$ cat src/rtl/adc_sched_pkg.sv
`default_nettype none
// ============================================================================
// Module      : adc_sched_pkg
// Description : Shared types, default constants and flag indices for the
//               ADC conversion scheduler.
// Revision    : 1.0 - initial release
// ============================================================================
package adc_sched_pkg;

  typedef enum logic [1:0] {
    IDLE      = 2'd0,
    START     = 2'd1,
    WAIT_DONE = 2'd2,
    CAPTURE   = 2'd3
  } sched_state_t;

  localparam int unsigned c_def_fifo_depth     = 4;
  localparam int unsigned c_def_start_cycles   = 4;
  localparam int unsigned c_def_timeout_cycles = 4096;
  localparam int unsigned c_def_period_w       = 16;
  localparam int unsigned c_data_w             = 16;

  localparam int unsigned c_flag_timeout  = 0;
  localparam int unsigned c_flag_missed   = 1;
  localparam int unsigned c_flag_overflow = 2;
  localparam int unsigned c_num_flags     = 3;

  typedef logic [c_num_flags-1:0] flags_t;

  // Sticky update: a set event in the clearing cycle still lands.
  function automatic flags_t next_flags(input flags_t cur, input flags_t set, input logic clr);
    return (clr ? '0 : cur) | set;
  endfunction

endpackage
`default_nettype wire

$ cat src/rtl/adc_result_fifo.sv
`default_nettype none
// ============================================================================
// Module      : adc_result_fifo
// Description : First-word-fall-through result FIFO with level output.
// Revision    : 1.0 - initial release
// ============================================================================
module adc_result_fifo #(
  parameter int unsigned DATA_W = 16,
  parameter int unsigned DEPTH  = 4
) (
  input  logic                      clk,
  input  logic                      rst_n,
  input  logic                      i_push,
  input  logic [DATA_W-1:0]         i_push_data,
  input  logic                      i_pop,
  output logic [DATA_W-1:0]         o_rd_data,
  output logic                      o_full,
  output logic                      o_empty,
  output logic [$clog2(DEPTH):0]    o_level
);

  localparam int unsigned c_aw = (DEPTH > 1) ? $clog2(DEPTH) : 1;
  localparam logic [c_aw:0] c_full_level = (c_aw + 1)'(DEPTH);
  localparam logic [c_aw:0] c_level_one  = (c_aw + 1)'(1);
  localparam logic [c_aw-1:0] c_ptr_one  = c_aw'(1);

  logic [DATA_W-1:0] r_mem [DEPTH];
  logic [c_aw-1:0]   r_wr_ptr;
  logic [c_aw-1:0]   r_rd_ptr;
  logic [c_aw:0]     r_level;

  logic w_full;
  logic w_empty;
  logic w_do_pop;
  logic w_do_push;

  assign w_full    = (r_level == c_full_level);
  assign w_empty   = (r_level == '0);
  assign w_do_pop  = i_pop & ~w_empty;
  // A full FIFO still accepts a push when the head leaves in the same cycle.
  assign w_do_push = i_push & (~w_full | w_do_pop);

  always_ff @(posedge clk) begin
    if (w_do_push) begin
      r_mem[r_wr_ptr] <= i_push_data;
    end
  end

  always_ff @(posedge clk or negedge rst_n) begin
    if (!rst_n) begin
      r_wr_ptr <= '0;
      r_rd_ptr <= '0;
      r_level  <= '0;
    end else begin
      if (w_do_push) begin
        r_wr_ptr <= r_wr_ptr + c_ptr_one;
      end
      if (w_do_pop) begin
        r_rd_ptr <= r_rd_ptr + c_ptr_one;
      end
      case ({w_do_push, w_do_pop})
        2'b10:   r_level <= r_level + c_level_one;
        2'b01:   r_level <= r_level - c_level_one;
        default: r_level <= r_level;
      endcase
    end
  end

  assign o_rd_data = w_empty ? '0 : r_mem[r_rd_ptr];
  assign o_full    = w_full;
  assign o_empty   = w_empty;
  assign o_level   = r_level;

endmodule
`default_nettype wire

$ cat src/rtl/adc_conv_scheduler.sv
`default_nettype none
// ============================================================================
// Module      : adc_conv_scheduler
// Description : Periodic / single-shot ADC conversion sequencer with result
//               FIFO and sticky timeout, missed-trigger and overflow flags.
// Revision    : 1.0 - initial release
// ============================================================================
module adc_conv_scheduler
  import adc_sched_pkg::*;
#(
  parameter int unsigned FIFO_DEPTH     = c_def_fifo_depth,
  parameter int unsigned START_CYCLES   = c_def_start_cycles,
  parameter int unsigned TIMEOUT_CYCLES = c_def_timeout_cycles,
  parameter int unsigned PERIOD_W       = c_def_period_w
) (
  input  logic                          clk,
  input  logic                          rst_n,
  input  logic                          enable_in,
  input  logic                          single_shot_in,
  input  logic [PERIOD_W-1:0]           period_in,
  input  logic                          clear_flags_in,
  output logic                          start_conversion_out,
  input  logic                          conversion_finished_in,
  input  logic [c_data_w-1:0]           result_in,
  output logic                          rd_valid_out,
  output logic [c_data_w-1:0]           rd_data_out,
  input  logic                          rd_ready_in,
  output logic                          busy_out,
  output logic                          timeout_out,
  output logic                          missed_trigger_out,
  output logic                          overflow_out,
  output logic [$clog2(FIFO_DEPTH):0]   fifo_level_out
);

  localparam int unsigned c_tow = (TIMEOUT_CYCLES > 2) ? $clog2(TIMEOUT_CYCLES) : 1;
  localparam logic [c_tow-1:0]    c_to_last    = c_tow'(TIMEOUT_CYCLES - 1);
  localparam logic [c_tow-1:0]    c_to_one     = c_tow'(1);
  localparam logic [3:0]          c_start_last = 4'(START_CYCLES - 1);
  localparam logic [PERIOD_W-1:0] c_period_one = PERIOD_W'(1);

  sched_state_t r_state;
  sched_state_t w_state_nxt;

  logic                r_done_meta;
  logic                r_done_s;
  logic                r_done_s_d;
  logic                w_done_rise;

  logic [PERIOD_W-1:0] r_period_cnt;
  logic                r_trigger;
  logic                w_req;

  logic [3:0]          r_start_cnt;
  logic [c_tow-1:0]    r_to_cnt;
  logic                r_start_out;

  logic                w_push;
  logic                w_timeout_hit;
  logic                w_missed_hit;
  logic                w_overflow_hit;
  flags_t              w_flag_set;
  flags_t              r_flags;

  logic                w_fifo_full;
  logic                w_fifo_empty;
  logic                w_fifo_pop;

  always_ff @(posedge clk or negedge rst_n) begin
    if (!rst_n) begin
      r_done_meta <= 1'b0;
      r_done_s    <= 1'b0;
      r_done_s_d  <= 1'b0;
    end else begin
      r_done_meta <= conversion_finished_in;
      r_done_s    <= r_done_meta;
      r_done_s_d  <= r_done_s;
    end
  end

  assign w_done_rise = r_done_s & ~r_done_s_d;

  // Trigger is registered so the first one lands a cycle after enable rises;
  // a zero period keeps the counter at 0 and triggers every enabled cycle.
  always_ff @(posedge clk or negedge rst_n) begin
    if (!rst_n) begin
      r_period_cnt <= '0;
      r_trigger    <= 1'b0;
    end else if (!enable_in) begin
      r_period_cnt <= '0;
      r_trigger    <= 1'b0;
    end else if (r_period_cnt == '0) begin
      r_period_cnt <= period_in;
      r_trigger    <= 1'b1;
    end else begin
      r_period_cnt <= r_period_cnt - c_period_one;
      r_trigger    <= 1'b0;
    end
  end

  assign w_req = r_trigger | single_shot_in;

  always_comb begin
    w_state_nxt   = r_state;
    w_push        = 1'b0;
    w_timeout_hit = 1'b0;
    case (r_state)
      IDLE: begin
        if (w_req) begin
          w_state_nxt = START;
        end
      end
      START: begin
        if (r_start_cnt == c_start_last) begin
          w_state_nxt = WAIT_DONE;
        end
      end
      WAIT_DONE: begin
        if (w_done_rise) begin
          w_state_nxt = CAPTURE;
        end else if (r_to_cnt == c_to_last) begin
          w_state_nxt   = IDLE;
          w_timeout_hit = 1'b1;
        end
      end
      CAPTURE: begin
        w_push      = 1'b1;
        w_state_nxt = IDLE;
      end
      default: w_state_nxt = IDLE;
    endcase
  end

  always_ff @(posedge clk or negedge rst_n) begin
    if (!rst_n) begin
      r_state     <= IDLE;
      r_start_cnt <= '0;
      r_to_cnt    <= '0;
      r_start_out <= 1'b0;
    end else begin
      r_state     <= w_state_nxt;
      r_start_cnt <= (r_state == START) ? r_start_cnt + 4'd1 : 4'd0;
      r_to_cnt    <= (r_state == WAIT_DONE) ? r_to_cnt + c_to_one : '0;
      r_start_out <= (w_state_nxt == START);
    end
  end

  assign w_missed_hit   = (r_state != IDLE) &
                          ((r_trigger & (period_in != '0)) | single_shot_in);
  assign w_fifo_pop     = rd_ready_in & ~w_fifo_empty;
  assign w_overflow_hit = w_push & w_fifo_full & ~w_fifo_pop;

  always_comb begin
    w_flag_set                  = '0;
    w_flag_set[c_flag_timeout]  = w_timeout_hit;
    w_flag_set[c_flag_missed]   = w_missed_hit;
    w_flag_set[c_flag_overflow] = w_overflow_hit;
  end

  always_ff @(posedge clk or negedge rst_n) begin
    if (!rst_n) begin
      r_flags <= '0;
    end else begin
      r_flags <= next_flags(r_flags, w_flag_set, clear_flags_in);
    end
  end

  adc_result_fifo #(
    .DATA_W (c_data_w),
    .DEPTH  (FIFO_DEPTH)
  ) u_fifo (
    .clk         (clk),
    .rst_n       (rst_n),
    .i_push      (w_push),
    .i_push_data (result_in),
    .i_pop       (w_fifo_pop),
    .o_rd_data   (rd_data_out),
    .o_full      (w_fifo_full),
    .o_empty     (w_fifo_empty),
    .o_level     (fifo_level_out)
  );

  assign start_conversion_out = r_start_out;
  assign rd_valid_out         = ~w_fifo_empty;
  assign busy_out             = (r_state != IDLE);
  assign timeout_out          = r_flags[c_flag_timeout];
  assign missed_trigger_out   = r_flags[c_flag_missed];
  assign overflow_out         = r_flags[c_flag_overflow];

endmodule
`default_nettype wire

$ cat config.mk
export PLATFORM = sky130hd
export DESIGN_NAME = adc_conv_scheduler
export DESIGN_NICKNAME = d
export VERILOG_FILES = /design/src/rtl/adc_sched_pkg.sv /design/src/rtl/adc_result_fifo.sv /design/src/rtl/adc_conv_scheduler.sv
export SDC_FILE = /design/constraint.sdc
export NUM_CORES = 1
export LEC_CHECK = 0
export ABC_AREA = 1
export BUFFER_PORTS_ARGS = -buffer_cell sky130_fd_sc_hd__buf_2
export CORE_MARGIN = 3
export CORE_UTILIZATION = 50
export CTS_CLUSTER_DIAMETER = 50
export DETAILED_ROUTE_END_ITERATION = 16
export PLACE_DENSITY = 0.7
export SLEW_MARGIN = 15
export SYNTH_ARGS = -nofsm -noshare
export SYNTH_HDL_FRONTEND = slang
export SYNTH_SLANG_ARGS = --single-unit
$ cat constraint.sdc
create_clock -name clk -period 3 [get_ports clk]
set_input_delay 0.3 -clock clk [delete_from_list [all_inputs] [get_ports clk]]
set_output_delay 0.3 -clock clk [all_outputs]
set_load 0.05 [all_outputs]
==> results.md <==
Min path:
- Counting instances, the worst hold path has a depth of 1.
- The path with the worst hold slack has its endpoint at u_fifo.r_mem[1][0]$_DFFE_PP_.
- The launch point of the worst hold path is result_in[0].
- The path category of the worst min-delay check is input pin to flop.

Routing:
- The routed design has 11,200 um of wire.
- The count of TritonRoute iterations in the first routing pass is 5.
- In the routed layout, each cell is associated on average with a via count of 5.07.
- The initial DRC count is 267.
- In this run the remaining antenna-violating nets after routing total 0.
- Detailed routing inserted a total of roughly 3.9k vias.
- After detailed routing, the average wire length per cell comes to about 14 um.
- In the routed design, unresolved DRC markers number 0.

Power and ir drop:
- Cell internal power was estimated by the tool at roughly 0.004 W.
- The net load switching power is approximately 0.0029 W.
- The net switching share of the total power is 0.417.
- The share of power burned in the clock network is 0.295.
- The peak supply drop is approximately 0.0006 V.
- The leakage power figure is 2.79 nW.
- The fraction of power consumed by sequential logic is 0.299.
- The design draws just under 0.007 W.
- Of the total power, combinational logic draws 0.406.
- The areal power density over the cells is ~1100 nW/um^2.

Synthesis:
- The number of nets produced by synthesis is 588.
- The multiplexer fraction of the synthesized cell area is 0.
- The most used flip-flop cell after synthesis is sky130_fd_sc_hd__edfxtp_1.
- The number of standard cells after synthesis is about 540.
- The number of enable flip-flop cells after synthesis is 64.
- Of the total synthesized cell area, the portion taken by full adders, half adders and majority gates is 0.0257.
- The register bit count reported by yosys is 113.
- Counting flops with an async set or reset pin after synthesis yields a share of 0.434.
- The post-synthesis cell type with the largest combined area is sky130_fd_sc_hd__edfxtp_1.
- The average size of a mapped cell is 9.57 um^2.
- The basic-gate share of the synthesized area counting and, or, nand and nor cells is 0.197.
- The synthesized-area fraction occupied by xor and xnor cells is 0.0170.
- The complex-gate fraction of the synthesized area is 0.0965.
- The portion of the post-synthesis area used by sequential elements is 0.610.
- Yosys attributes the largest share of cell area to sky130_fd_sc_hd__edfxtp_1, sky130_fd_sc_hd__dfrtp_1, sky130_fd_sc_hd__nor2_1.
- The Yosys warning count is 0.
- The cell area after technology mapping is 5160 um^2.
- The netlist uses 31 different library cells.
- By area, the combinational part of the netlist is dominated by simple AND/OR/NAND/NOR gates.
- Of the post-synthesis cell area, the dominant cell type holds 0.372.

Global route:
- The total overflow reported by the global router is 0.
- The global-route wire length before repair is 18,300 um.
- The pin count of the biggest net entering global routing is 50.
- Across every metal layer, demand over resource in global routing totals 0.208.
- The number of antenna violations at the first check in global routing is 0.
- The via count of the first global-routing pass came to between 3k and 4k.

Setup path:
- Data arrives at the worst endpoint at 2250 ps.
- The signal on the critical path passes through buf_4, nor2_1, nor2_1, o21ai_0, a21oi_1, buf_2.
- Counting both buffers and inverters, the worst setup path holds a total of 2.
- Measured in cells, the most critical reg-to-reg path has a length of 10.
- The category of the most critical setup path is flop to output port.
- The capture point of the worst reg-to-reg path is u_fifo.o_level[2]$_DFFE_PN0P_.
- The worst flop-to-flop path startpoint is u_fifo.o_level[0]$_DFFE_PN0P_.
- The family with the most delay on the worst path is flip-flops.
- The setup check on the worst reg-to-reg path leaves a slack of 840 ps.
- The required time of the critical path is 2700 ps.
- The category of the worst setup path launch point is a flop.
- STA classifies the critical path endpoint as an output port.
- The peak per-stage delay on the critical path is 690 ps.
- The most common cell type on the critical path is sky130_fd_sc_hd__nor2_1.
- Of all nets on the critical path, the largest fanout is 18.
- Among all stages on the critical path, the largest delay is contributed by sky130_fd_sc_hd__dfrtp_1.

Finish:
- The most frequent standard cell in the layout excluding fill and tap cells is sky130_fd_sc_hd__nor2_1.
- The storage element area is 3150 um^2.
- The non-filler instance count after layout is 778.
- The layout-stage area growth over the synthesis result is 24.0%.
- In the layout the commonest cells are sky130_fd_sc_hd__nor2_1, sky130_fd_sc_hd__edfxtp_1, sky130_fd_sc_hd__buf_2.
- The net total in the final layout is roughly 680.
- The fraction of layout cells with a size suffix above 1 is 0.181.
- The area of combinational cells with multiple inputs is roughly 1700 um^2.
- The layout filler cell count is slightly above 800.
- The number of antenna diodes in the final layout is 0.

Placed design:
- Port buffering added 63 buffers.
- The placer congestion estimate is 0.851.
- After detailed placement, the design holds a cell count of 729.
- Detailed placement ended at an HPWL of between 7000 and 8000 um.

Clock tree:
- The H-tree depth is 4.
- The total number of clock tree sinks is 113.
- The total clock buffers created by CTS is 17.
- At the later pin of the worst-skew pair, clock insertion delay measures between 500 and 600 ps.
- The root buffer cell is sky130_fd_sc_hd__clkbuf_8.
- No sink is reached through more buffers than the 2 on the longest clock path.
- After clock tree synthesis, the clock-pin slew on the worst setup and hold paths is around 50 ps.
- The CTS tree is built.

Timing:
- The final hold slack is 19.8 ps.
- The final critical-path required period is 2550 ps.
- After routing, the total negative slack on setup checks comes to 0 ps.
- The hold violation count in the final report is 0.
- Derived from the worst setup path, the maximum achievable clock frequency is a little under 400 MHz.
- Dividing the final minimum period by the clock period gives 0.850.
- The slew at the pin closest to its max-slew limit is around 640 ps.
- The final setup violation count is 0.
- The number of pins with negative max-slew slack in the final report is 0.
- The worst clock skew on the final layout is slightly below 8 ps.
- The worst slew slack as a fraction of its limit is 0.573.
- Setup repair after global routing left no endpoint under its margin.

Run:
- The tool flagged a number of max-cap violations equal to 0.

Floorplanning:
- The core region is approximately 9900 um^2.
- The I/O pin total is 64.
- The die covers 11,600 um^2.
- The die extent in x is 108 um.
- The total number of placement rows is 36.
- The initial cell density of the core is 0.521.
- The die is 108 um tall.

Status:
- The flow ran to the end, and the final reports show no timing, DRC or antenna violations.
registers in the layout (all words and copies together) (netlist names):
register              cells
u_fifo.o_level            3
r_done_meta               1
r_flags                   3
r_to_cnt                 12
r_start_cnt               4
r_trigger                 1
r_state                   2
u_fifo.r_mem             64
r_done_s_d                1
r_done_s                  1
r_period_cnt             16
u_fifo.r_wr_ptr           2
start_conversion_out      1
u_fifo.r_rd_ptr           2
cells by family after synthesis:
| group | count (synthesis) |
|---|---|
| XOR/XNOR | 10 |
| AND/OR/NAND/NOR | 244 |
| buffers and inverters | 67 |
| AO/OA/AOI/OAI | 95 |
| flip-flops | 113 |
| adder cells (fa/ha/maj) | 10 |
layer usage:
layer	up-vias	routed length (um)	GRT usage
met4	0	82	0.0496
met5	-	0	0
li1	1973	-	-
met2	113	5660	0.351
met3	9	624	0.0672
met1	1848	4870	0.260
cell type report:
| type | instances | share of cell area |
|---|---|---|
| Clock inverter | 11 | 0.0252 |
| Inverter | 53 | 0.0311 |
| Timing Repair Buffer | 88 | 0.0857 |
| Multi-Input combinational cell | 359 | 0.271 |
| Tap cell | 133 | 0.0260 |
| Clock buffer | 21 | 0.0687 |
| Sequential cell | 113 | 0.492 |
worst register-to-register path, stage by stage, from the launching register on:
cell	delay, ps
sky130_fd_sc_hd__dfrtp_1	380
sky130_fd_sc_hd__nor2_1	70
sky130_fd_sc_hd__nand2_1	100
sky130_fd_sc_hd__inv_2	160
sky130_fd_sc_hd__nor2_1	260
sky130_fd_sc_hd__ha_1	200
sky130_fd_sc_hd__inv_1	60
sky130_fd_sc_hd__fa_1	380
sky130_fd_sc_hd__a21oi_1	140
sky130_fd_sc_hd__o21ai_0	120
sky130_fd_sc_hd__xor2_1	150
power groups by stage:
stage                     combinational, W  sequential [W]  clock (W)
after floorplan                    0.00208         0.00213          0
after global placement             0.00267         0.00206          0
after detailed placement           0.00274         0.00207          0
after CTS                          0.00278         0.00205    0.00204
after global routing               0.00306         0.00208    0.00214
final                              0.00278         0.00205    0.00202
repair_timing:
item | 4_1_cts | 5_1_grt
gates resized for setup | 0 | 0
buffers inserted | 0 | 0
hold buffers | 13 | 4
endpoints found under the hold margin | 46 | 58
cells in the mapped netlist, types with 6 or more instances:
cell type                    n
sky130_fd_sc_hd__a21oi_1    34
sky130_fd_sc_hd__buf_2       6
sky130_fd_sc_hd__nand2_1    59
sky130_fd_sc_hd__nor2_1    143
sky130_fd_sc_hd__edfxtp_1   64
sky130_fd_sc_hd__inv_1      48
sky130_fd_sc_hd__dfrtp_1    49
sky130_fd_sc_hd__ha_1        9
sky130_fd_sc_hd__nand3_1    23
sky130_fd_sc_hd__o21ai_0    47
metrics by stage:
stage | utilization | setup slack (ps) | cell area [um^2]
6_report | 0.645 | 449 | 6400
2_1_floorplan | - | 406 | 5160
5_1_grt | 0.645 | 203 | 6400
3_5_place_dp | 0.567 | 907 | 5620
4_1_cts | 0.641 | 402 | 6350
3_3_place_gp | 0.567 | 968 | 5620
worst max-delay path by stage:
stage          cells past startpoint                       endpoint  slack [ps]                            from
4_1_cts                            6                 rd_data_out[3]         400  u_fifo.r_rd_ptr[0]$_DFFE_PN0P_
3_3_place_gp                      10  u_fifo.o_level[2]$_DFFE_PN0P_         970   u_fifo.o_level[0]$_DFFE_PN0P_
2_1_floorplan                      5                rd_data_out[10]         410   u_fifo.o_level[1]$_DFFE_PN0P_
3_5_place_dp                      10  u_fifo.o_level[2]$_DFFE_PN0P_         910   u_fifo.o_level[0]$_DFFE_PN0P_
6_report                           6                 rd_data_out[2]         450  u_fifo.r_rd_ptr[0]$_DFFE_PN0P_
5_1_grt                            6                 rd_data_out[5]         200  u_fifo.r_rd_ptr[0]$_DFFE_PN0P_
Note: power is estimated with default switching activity, not from simulation.
